==> config.mk <==
export PLATFORM = sky130hd
export DESIGN_NAME = hazard_ctrl
export DESIGN_NICKNAME = d
export VERILOG_FILES = /design/src/rtl/hazard_ctrl.sv
export SDC_FILE = /design/constraint.sdc
export NUM_CORES = 1
export LEC_CHECK = 0
export ABC_AREA = 0
export CORE_MARGIN = 2
export CORE_UTILIZATION = 52
export DETAILED_ROUTE_END_ITERATION = 8
export GPL_ROUTABILITY_DRIVEN = 1
export HOLD_SLACK_MARGIN = 0.06
export PLACE_DENSITY_LB_ADDON = 0.15
export REMOVE_ABC_BUFFERS = 1
export SLEW_MARGIN = 20
export SYNTH_ARGS = -nofsm -noshare
export SYNTH_HDL_FRONTEND = slang
export SYNTH_SLANG_ARGS = --single-unit
==> constraint.sdc <==
create_clock -name clk -period 5 [get_ports clk]
set_clock_uncertainty 0.2 [all_clocks]
set_input_delay 0.75 -clock clk [delete_from_list [all_inputs] [get_ports clk]]
set_output_delay 0.75 -clock clk [all_outputs]
set_load 0.02 [all_outputs]
==> src/rtl/hazard_ctrl.sv <==
// hazard_ctrl
//   Pipeline sequencer for the 5-stage core. It turns load-use hazards, taken
//   branches, data-memory wait states and ECALL into the stall/flush controls
//   for the PC, the IF/ID register and the ID/EX register. It also owns the
//   halt sequence (RUN -> DRAIN -> HALTED) and two performance counters.
//
//   Ports
//     clk          clock; all state updates on the rising edge
//     rst          synchronous active-high reset
//     id_rs1/2     source registers of the instruction in ID
//     id_use_rs1/2 ID instruction actually reads rs1 / rs2
//     ex_rd        destination register of the instruction in EX
//     ex_memread   EX instruction is a load
//     ex_br_taken  branch/jump in EX resolved taken this cycle
//     ex_stop      ECALL in EX
//     mem_busy     data memory not ready; whole pipe freezes
//     resume       debug pulse that leaves HALTED
//     cnt_clr      clears both performance counters
//     stall_f      hold PC
//     stall_d      hold IF/ID
//     stall_e      hold ID/EX, EX/MEM, MEM/WB
//     flush_d      load a bubble into IF/ID
//     eflush       load a bubble into ID/EX
//     halted       core is halted
//     stall_cnt    number of cycles with stall_f asserted (wraps)
//     flush_cnt    number of taken-branch flush events (wraps)
//
//   Control outputs are combinational from the current state and inputs;
//   only the halt FSM, the drain counter and the perf counters are registered.

module hazard_ctrl #(
  parameter int DRAIN_CYCLES = 3,
  parameter int CNT_W        = 32
) (
  input  logic             clk,
  input  logic             rst,
  input  logic [4:0]       id_rs1,
  input  logic [4:0]       id_rs2,
  input  logic             id_use_rs1,
  input  logic             id_use_rs2,
  input  logic [4:0]       ex_rd,
  input  logic             ex_memread,
  input  logic             ex_br_taken,
  input  logic             ex_stop,
  input  logic             mem_busy,
  input  logic             resume,
  input  logic             cnt_clr,
  output logic             stall_f,
  output logic             stall_d,
  output logic             stall_e,
  output logic             flush_d,
  output logic             eflush,
  output logic             halted,
  output logic [CNT_W-1:0] stall_cnt,
  output logic [CNT_W-1:0] flush_cnt
);

  typedef enum logic [1:0] {
    RUN    = 2'd0,
    DRAIN  = 2'd1,
    HALTED = 2'd2
  } state_t;

  // Drain counter only needs to reach DRAIN_CYCLES-1; keep at least one bit.
  localparam int DW = (DRAIN_CYCLES > 1) ? $clog2(DRAIN_CYCLES) : 1;
  localparam logic [DW-1:0] DRAIN_LAST = DW'(DRAIN_CYCLES - 1);

  state_t        state, state_nxt;
  logic [DW-1:0] drain_cnt, drain_cnt_nxt;
  logic          load_use;
  logic          br_event;

  // A load in EX whose destination is read by the instruction in ID. x0 never
  // creates a dependency because it is hard-wired to zero.
  assign load_use = ex_memread && (ex_rd != 5'd0) &&
                    ((id_use_rs1 && (ex_rd == id_rs1)) ||
                     (id_use_rs2 && (ex_rd == id_rs2)));

  // State and drain counter register.
  always_ff @(posedge clk) begin
    if (rst) begin
      state     <= RUN;
      drain_cnt <= '0;
    end else begin
      state     <= state_nxt;
      drain_cnt <= drain_cnt_nxt;
    end
  end

  // Next-state and control outputs. In RUN a memory wait freezes the whole
  // pipe and defers every other event, so a branch or ECALL sitting in EX is
  // acted on (and counted) only once the memory is ready. During DRAIN and
  // HALTED the front end keeps injecting bubbles so nothing younger than the
  // ECALL can retire.
  always_comb begin
    state_nxt     = state;
    drain_cnt_nxt = drain_cnt;
    stall_f       = 1'b0;
    stall_d       = 1'b0;
    stall_e       = 1'b0;
    flush_d       = 1'b0;
    eflush        = 1'b0;
    halted        = 1'b0;
    br_event      = 1'b0;

    case (state)
      RUN: begin
        if (mem_busy) begin
          stall_f = 1'b1;
          stall_d = 1'b1;
          stall_e = 1'b1;
        end else if (ex_br_taken) begin
          // The redirect kills the load-use victim, so no stall is needed.
          flush_d  = 1'b1;
          eflush   = 1'b1;
          br_event = 1'b1;
        end else if (ex_stop) begin
          flush_d       = 1'b1;
          eflush        = 1'b1;
          stall_f       = 1'b1;
          state_nxt     = DRAIN;
          drain_cnt_nxt = '0;
        end else if (load_use) begin
          // Next cycle the load is in MEM and the hazard is gone, which
          // guarantees exactly one bubble per hazard.
          stall_f = 1'b1;
          stall_d = 1'b1;
          eflush  = 1'b1;
        end
      end

      DRAIN: begin
        stall_f = 1'b1;
        flush_d = 1'b1;
        eflush  = 1'b1;
        if (mem_busy) begin
          stall_e = 1'b1;
        end else if (drain_cnt == DRAIN_LAST) begin
          state_nxt = HALTED;
        end else begin
          drain_cnt_nxt = drain_cnt + DW'(1);
        end
      end

      HALTED: begin
        halted  = 1'b1;
        stall_f = 1'b1;
        flush_d = 1'b1;
        eflush  = 1'b1;
        if (resume) begin
          state_nxt = RUN;
        end
      end

      default: begin
        state_nxt     = RUN;
        drain_cnt_nxt = '0;
      end
    endcase
  end

  // Performance counters. Clear takes priority over any event in the same
  // cycle; both counters wrap naturally at their width.
  always_ff @(posedge clk) begin
    if (rst || cnt_clr) begin
      stall_cnt <= '0;
      flush_cnt <= '0;
    end else begin
      if (stall_f) begin
        stall_cnt <= stall_cnt + CNT_W'(1);
      end
      if (br_event) begin
        flush_cnt <= flush_cnt + CNT_W'(1);
      end
    end
  end

endmodule

==> results of run 1 <==
==> synthesized netlist by cell type (2+ instances only) <==
library cell               count
sky130_fd_sc_hd__o22ai_1       2
sky130_fd_sc_hd__ha_1          7
sky130_fd_sc_hd__inv_1        12
sky130_fd_sc_hd__nand4_1      17
sky130_fd_sc_hd__o21a_1        2
sky130_fd_sc_hd__and2_1        3
sky130_fd_sc_hd__o41ai_1       2
sky130_fd_sc_hd__a21oi_1      38
sky130_fd_sc_hd__a21o_1        5
sky130_fd_sc_hd__dfxtp_1      68
sky130_fd_sc_hd__xnor2_1      13
sky130_fd_sc_hd__or2_2         4
sky130_fd_sc_hd__nand3_1      27
sky130_fd_sc_hd__xor2_1       25
sky130_fd_sc_hd__o21ai_0      18
sky130_fd_sc_hd__or3_1        24
sky130_fd_sc_hd__nor2b_1       2
sky130_fd_sc_hd__clkbuf_1     10
sky130_fd_sc_hd__o21ai_1       5
sky130_fd_sc_hd__or4_1         8
sky130_fd_sc_hd__nor4_1        2
sky130_fd_sc_hd__and3_1        9
sky130_fd_sc_hd__o31ai_1       6
sky130_fd_sc_hd__nor2_1       43
sky130_fd_sc_hd__and4_1        8
sky130_fd_sc_hd__mux2i_1       4
sky130_fd_sc_hd__nand2_1      28
sky130_fd_sc_hd__nor3_1        6
sky130_fd_sc_hd__nand2b_1      8
==> cell families after synthesis <==
| kind of cell | Yosys count | share of synthesized area |
|---|---|---|
| AND/OR/NAND/NOR | 194 | 0.300 |
| XOR/XNOR | 38 | 0.0956 |
| AO/OA/AOI/OAI | 82 | 0.141 |
| buffers and inverters | 27 | 0.0360 |
| flip-flops | 68 | 0.391 |
| adder cells (fa/ha/maj) | 7 | 0.0252 |
| multiplexers | 4 | 0.0115 |
==> layout make-up <==
cell class / count / area, sq um / share of cell area
well taps: 77 / 96.3 / 0.0207
multi-input cells: 325 / 1990 / 0.428
clock buffers: 13 / 169 / 0.0363
flip-flops and latches: 68 / 1360 / 0.292
inverters: 12 / 45.0 / 0.00967
clock inverters: 3 / 43.8 / 0.00940
repair buffers: 95 / 948 / 0.204
==> stage by stage <==
| step | power, mW | cell area, sq um | std cells | worst slack (ns) |
|---|---|---|---|---|
| 2_1_floorplan | 0.646 | 3400 | 405 | 2.06 |
| 3_3_place_gp | 0.704 | 4440 | 577 | 1.05 |
| 3_5_place_dp | 0.708 | 4440 | 577 | 0.952 |
| 4_1_cts | 1.19 | 4660 | 593 | 0.923 |
| 5_1_grt | 1.22 | 4660 | 593 | 0.860 |
| 6_report | 1.18 | 4660 | 593 | 0.883 |
==> registers in the layout (all words and copies together) (netlist names) <==
signal	count
flush_cnt	32
drain_cnt	2
state	2
stall_cnt	32
==> critical path: cells and delay by family <==
family / cells / cell delay (ns)
buffers and inverters: 3 / 1.15
and+or+nand+nor: 2 / 0.68
AOI/OAI and AO/OA: 2 / 0.58
==> worst paths after layout <==
check                              startpoint             to  slack, ns  depth (start not counted)
worst max-delay path                 ex_rd[1]        stall_f       0.88                          7
worst min-delay path            stall_cnt[31]  stall_cnt[31]       0.28                          2
worst max register to register       state[0]  stall_cnt[23]       2.27                          7
worst min register to register  stall_cnt[31]  stall_cnt[31]       0.28                          2
==> layer usage <==
metal  share of wire  wire length [microns]  GRT usage  vias up
met5               0                      0          0        -
met4           0.023                    193      0.107        0
met3           0.043                    360     0.0481       18
met2            0.50                   4230      0.415       76
met1            0.43                   3670      0.272     1564
li1                -                      -          -     1686
==> report_power, final <==
part / total [mW] / internal [mW] / switching [mW]
Sequential: 0.550 / 0.545 / 0.00497
Clock: 0.484 / 0.272 / 0.212
Combinational: 0.146 / 0.0673 / 0.0784
Total: 1.18 / 0.885 / 0.295
==> parameters.txt, run 1 <==
Parameter                              Value

Synth
  Cell area after synthesis ... 0.00348 sq mm
  Cell types occupying the most area after synthesis ... sky130_fd_sc_hd__dfxtp_1 (39%), sky130_fd_sc_hd__xor2_1 (6.3%), sky130_fd_sc_hd__a21oi_1 (5.5%)
  Most common flop cell mapped by yosys ... sky130_fd_sc_hd__dfxtp_1
  Number of distinct standard cells referenced by the synthesized netlist ... 43
  Number of instances in the synthesized netlist ... 420
  Number of synthesized flops with an enable pin ... 0
  Async set-or-reset flop fraction in the synthesized netlist ... 0
  Sequential element share of the synthesized area ... 0.391
  Post-synth top area cell ... sky130_fd_sc_hd__dfxtp_1
  Number of warnings reported in the yosys synthesis log ... 0
  Synthesized area per cell ... 8.28 sq um
  Number of synthesized register bits ... 68
  Portion of synthesized cell area occupied by the leading cell type ... 0.391

Timing
  Number of slew-limit violations in the final report ... 0
  Setup repair after global routing missed its margin ... no
  Max-slew headroom ... 0.300
  Slew at the pin closest to its max-slew limit ... 1.05 ns
  Highest clock frequency the design can meet ... 243 MHz
  Final worst path period share ... 0.823
  Final hold slack ... 0.282 ns
  Number of setup violations in the final report ... 0
  Final critical delay including setup and external delays ... 4.12 ns
  Final hold violations ... 0
  Total negative slack for setup checks ... 0 ns

Routing
  First-pass detailed-route iteration total ... 6
  Routed wire length ... 8.45 mm
  Vias/cell ... 5.64
  DRC violation count after routing ... 6
  Wire length per cell after detailed routing ... 14.3 microns
  Iteration-0 DRC Markers ... 112
  Via count ... 3344
  Number of routed nets with antenna violations ... 0

Setup path
  Arrival time at the worst endpoint ... 3.17 ns
  Highest net fanout along the worst path ... 9
  CP required ... 4.05 ns
  Most frequent cell on the critical path ... sky130_fd_sc_hd__clkdlybuf4s50_1
  Startpoint kind of the worst setup timing path ... primary input
  Slowest stage delay, CP ... 0.58 ns
  Highest-delay cell along the critical path ... sky130_fd_sc_hd__or4_1
  Ordered list of cells on the worst path ... clkdlybuf4s50_1 -> or4_1 -> o21ai_2 -> nor3_1 -> a22oi_2 -> inv_1 -> clkdlybuf4s50_1
  Worst setup EP type ... output pin
  Class of the most critical setup path ... primary input to output pin

Cells and area
  Leading cell type in the layout, fill and taps excluded ... sky130_fd_sc_hd__clkdlybuf4s50_1
  FILL cells ... 527
  Fraction of final layout cells sized beyond drive strength 1 ... 0.0484
  Area Overhead vs Synth ... 33.8%
  Most frequent cells in the layout ... sky130_fd_sc_hd__clkdlybuf4s50_1 (94), sky130_fd_sc_hd__dfxtp_1 (68), sky130_fd_sc_hd__nor2_1 (43)
  Diodes inserted ... 0
  Net count of the finished layout ... 543
  Utilization of the core after routing ... 0.725

Outcome
  Run status ... complete, but fails checks
  Violated checks ... design-rule violations

Place
  Final weighted congestion in routability-driven placement ... 0.799
  Number of port buffers ... 94
  Half-perimeter wire length after placement ... 6.06 mm

Floorplanning
  DIE WIDTH ... 85.8 microns
  Number of cell rows ... 29
  Die outline area ... 0.00736 sq mm
  Initial Util ... 0.542
  Height of the chip ... 85.8 microns
  Core ar. ... 0.00642 sq mm
  I/O pin count ... 95

GRT
  Total routing usage reported by global routing ... 0.235
  First-pass GRT wire length ... 14.1 mm
  Via count of the first global-routing pass ... 3196
  Pin count of the biggest net entering global routing ... 46
  Antenna violations before repair ... 0
  Total overflow reported by the global router ... 0

Clock tree
  TritonCTS clock tree ... done
  CTS HTree Levels ... 3
  Setup Buffers After CTS ... 0
  Cts bufs inserted ... 9
  Clock edge transition at the registers on the reported setup and hold paths ... 0.07 ns
  Max clock buf depth ... 2
  Number of buffers added to fix hold violations after cts ... 0
  CTS sink cnt ... 68
  Root cell of the clock tree ... sky130_fd_sc_hd__clkbuf_8
  Worst skew pair latency ... 0.34 ns
  Quantity of gates resized following cts ... 0

Run
  Max-cap violations ... 0

Pwr
  Total power per unit cell area ... 253 mW/mm^2
  Peak supply drop ... 227 uV
  Leakage ... 1.48 nW

Hold path
  Worst hold path type ... register to register
Power figures use the tool's default switching activity.
==> inputs of run 2 (changes only) <==
Settings changed: CORE_UTILIZATION 52 to 48.
Clock period 5 ns to 4.1 ns, I/O delays scaled along.
==> run 2 against run 1 <==
  * The flow now finishes without violations
  * Largest power group is now clock
  * Register-to-register slack got worse by 0.75 ns
  * Cell count increased by 4.2%
  * Highest routed layer unchanged
  * Combinational power increased by 23%
  * Largest cell class unchanged
  * Sequential share of layout area decreased by 0.53 points
  * Die area increased by 7.9%
  * Final area increased by 1.9%
  * Critical endpoint is now stall_d
  * Clock-buffer cell count decreased by 3
  * Clock power increased by 40%
  * Worst setup slack got worse by 0.34 ns
  * Non-clock buffer count increased by 3
  * Power increased by 30%
==> parameters.txt, run 2 (synthesized netlist as in run 1, its figures left out) <==
Parameter                              Value

Clock tree
  Clock edge transition at the registers on the reported setup and hold paths ... 0.07 ns
  TritonCTS clock tree ... done
  Setup Buffers After CTS ... 0
  Quantity of gates resized following cts ... 0
  Number of buffers added to fix hold violations after cts ... 0
  Max clock buf depth ... 2
  Worst skew pair latency ... 0.34 ns
  CTS sink cnt ... 68
  Cts bufs inserted ... 9
  CTS HTree Levels ... 3
  Root cell of the clock tree ... sky130_fd_sc_hd__clkbuf_8

Cells and area
  Net count of the finished layout ... 546
  Fraction of final layout cells sized beyond drive strength 1 ... 0.0559
  Final non-filler cell area ... 0.00474 sq mm
  Top flop regs ... flush_cnt x32, stall_cnt x32
  Leading cell type in the layout, fill and taps excluded ... sky130_fd_sc_hd__clkdlybuf4s50_1
  Utilization of the core after routing ... 0.665
  FF+latch area ... 0.00136 sq mm
  FILL cells ... 619
  Most frequent cells in the layout ... sky130_fd_sc_hd__clkdlybuf4s50_1 (94), sky130_fd_sc_hd__dfxtp_1 (68), sky130_fd_sc_hd__nor2_1 (43)
  Area Overhead vs Synth ... 36.3%
  Diodes inserted ... 0
  Area taken by multi-input logic gates ... 0.00199 sq mm

Timing
  Max-slew headroom ... 0.505
  Setup repair after global routing missed its margin ... no
  Final worst path period share ... 0.867
  Total negative slack for setup checks ... 0 ns
  Number of setup violations in the final report ... 0
  Final critical delay including setup and external delays ... 3.56 ns
  Slew at the pin closest to its max-slew limit ... 0.738 ns
  Final hold violations ... 0
  Number of slew-limit violations in the final report ... 0
  Highest clock frequency the design can meet ... 281 MHz

GRT
  Total overflow reported by the global router ... 0
  Antenna violations before repair ... 0
  Total routing usage reported by global routing ... 0.217
  First-pass GRT wire length ... 13.7 mm
  Pin count of the biggest net entering global routing ... 54
  Via count of the first global-routing pass ... 3110

Place
  Number of port buffers ... 94
  Final weighted congestion in routability-driven placement ... 0.852
  Placed inst area ... 0.00449 sq mm
  Half-perimeter wire length after placement ... 5.93 mm

Pwr
  Total power per unit cell area ... 322 mW/mm^2
  Part of the total power dissipated in combinational logic ... 0.118
  Share of total power in the clock network ... 0.443
  Peak supply drop ... 214 uV
  Switching power summed over all nets ... 358 uW
  Proportion of total power due to net switching ... 0.234
  Proportion of power drawn by flip-flops and latches ... 0.439
  Total internal power ... 1.17 mW
  Leakage ... 1.51 nW

Routing
  DRC violation count after routing ... 0
  Iteration-0 DRC Markers ... 120
  Routed wire length ... 8.28 mm
  Wire length per cell after detailed routing ... 13.4 microns
  Via count ... 3313
  First-pass detailed-route iteration total ... 4
  Vias/cell ... 5.36
  Number of routed nets with antenna violations ... 0

Floorplanning
  Die outline area ... 0.00795 sq mm
  Number of cell rows ... 31
  Initial Util ... 0.488
  Height of the chip ... 89.1 microns
  I/O pin count ... 95
  Core ar. ... 0.00714 sq mm
  DIE WIDTH ... 89.1 microns

Setup path
  Highest net fanout along the worst path ... 4
  Class of the most critical setup path ... primary input to output pin
  Highest-delay cell along the critical path ... sky130_fd_sc_hd__or4_1
  CP required ... 3.28 ns
  Worst setup slack for register-to-register paths ... 1.52 ns
  Worst setup EP type ... output pin
  Slowest stage delay, CP ... 0.57 ns
  Ordered list of cells on the worst path ... clkdlybuf4s50_1 -> or4_1 -> o21ai_2 -> nand2b_1 -> nor2_1 -> o21a_1 -> clkdlybuf4s50_1
  Arrival time at the worst endpoint ... 2.74 ns
  Startpoint kind of the worst setup timing path ... primary input
  Most frequent cell on the critical path ... sky130_fd_sc_hd__clkdlybuf4s50_1

Hold path
  Worst hold path type ... register to register

Outcome
  Run status ... finished, final reports clean

Run
  Max-cap violations ... 0
==> run 2: changes by cell type in the layout (fill, tap and decap cells not counted), sizes merged <==
cell      before  now
clkinvlp       0    1
bufinv         1    3
clkbuf        13   10
buf            1    4
==> run 2: per-stage QoR <==
step	setup slack [ns]	cells	hold WS (ns)	total power, mW
detailed placement	0.553	602	0.284	0.867
finish	0.544	618	0.290	1.53
global placement	0.576	602	0.258	0.864
floorplan	1.43	405	0.252	0.787
global route	0.422	618	0.323	1.60
CTS	0.550	618	0.296	1.55
==> run 2: per-layer routing <==
layer / vias up / GRT usage / wire, microns
met2: 62 / 0.366 / 4130
li1: 1700 / - / -
met1: 1543 / 0.261 / 3730
met5: - / 0 / 0
met3: 8 / 0.0572 / 338
met4: 0 / 0.0950 / 82
==> run 2: path summary, 6_finish.rpt <==
path,end,cells after the start,start
setup / recovery,stall_d,7,ex_rd[1]
setup reg to reg,stall_cnt[19],8,state[1]
hold / removal,drain_cnt[0],2,drain_cnt[0]
hold reg to reg,drain_cnt[0],2,drain_cnt[0]
==> run 2: critical path: cells and delay by family <==
kind	cells	cell delay, ns
simple gates	3	0.78
compound gates	2	0.35
buf+inv	2	1.01
==> run 2: power groups by stage <==
stage	clock network (mW)	logic [mW]	registers, mW
2_1_floorplan	0	0.0988	0.688
3_3_place_gp	0	0.177	0.686
3_5_place_dp	0	0.181	0.687
4_1_cts	0.697	0.181	0.671
5_1_grt	0.729	0.197	0.672
6_report	0.678	0.180	0.671
==> run 2: final cells by class <==
class | count | area share
multi-input cells | 325 | 0.420
flip-flops and latches | 68 | 0.287
repair buffers | 98 | 0.205
clock buffers | 10 | 0.0290
well taps | 99 | 0.0261
clock inverters | 6 | 0.0235
inverters | 12 | 0.00950
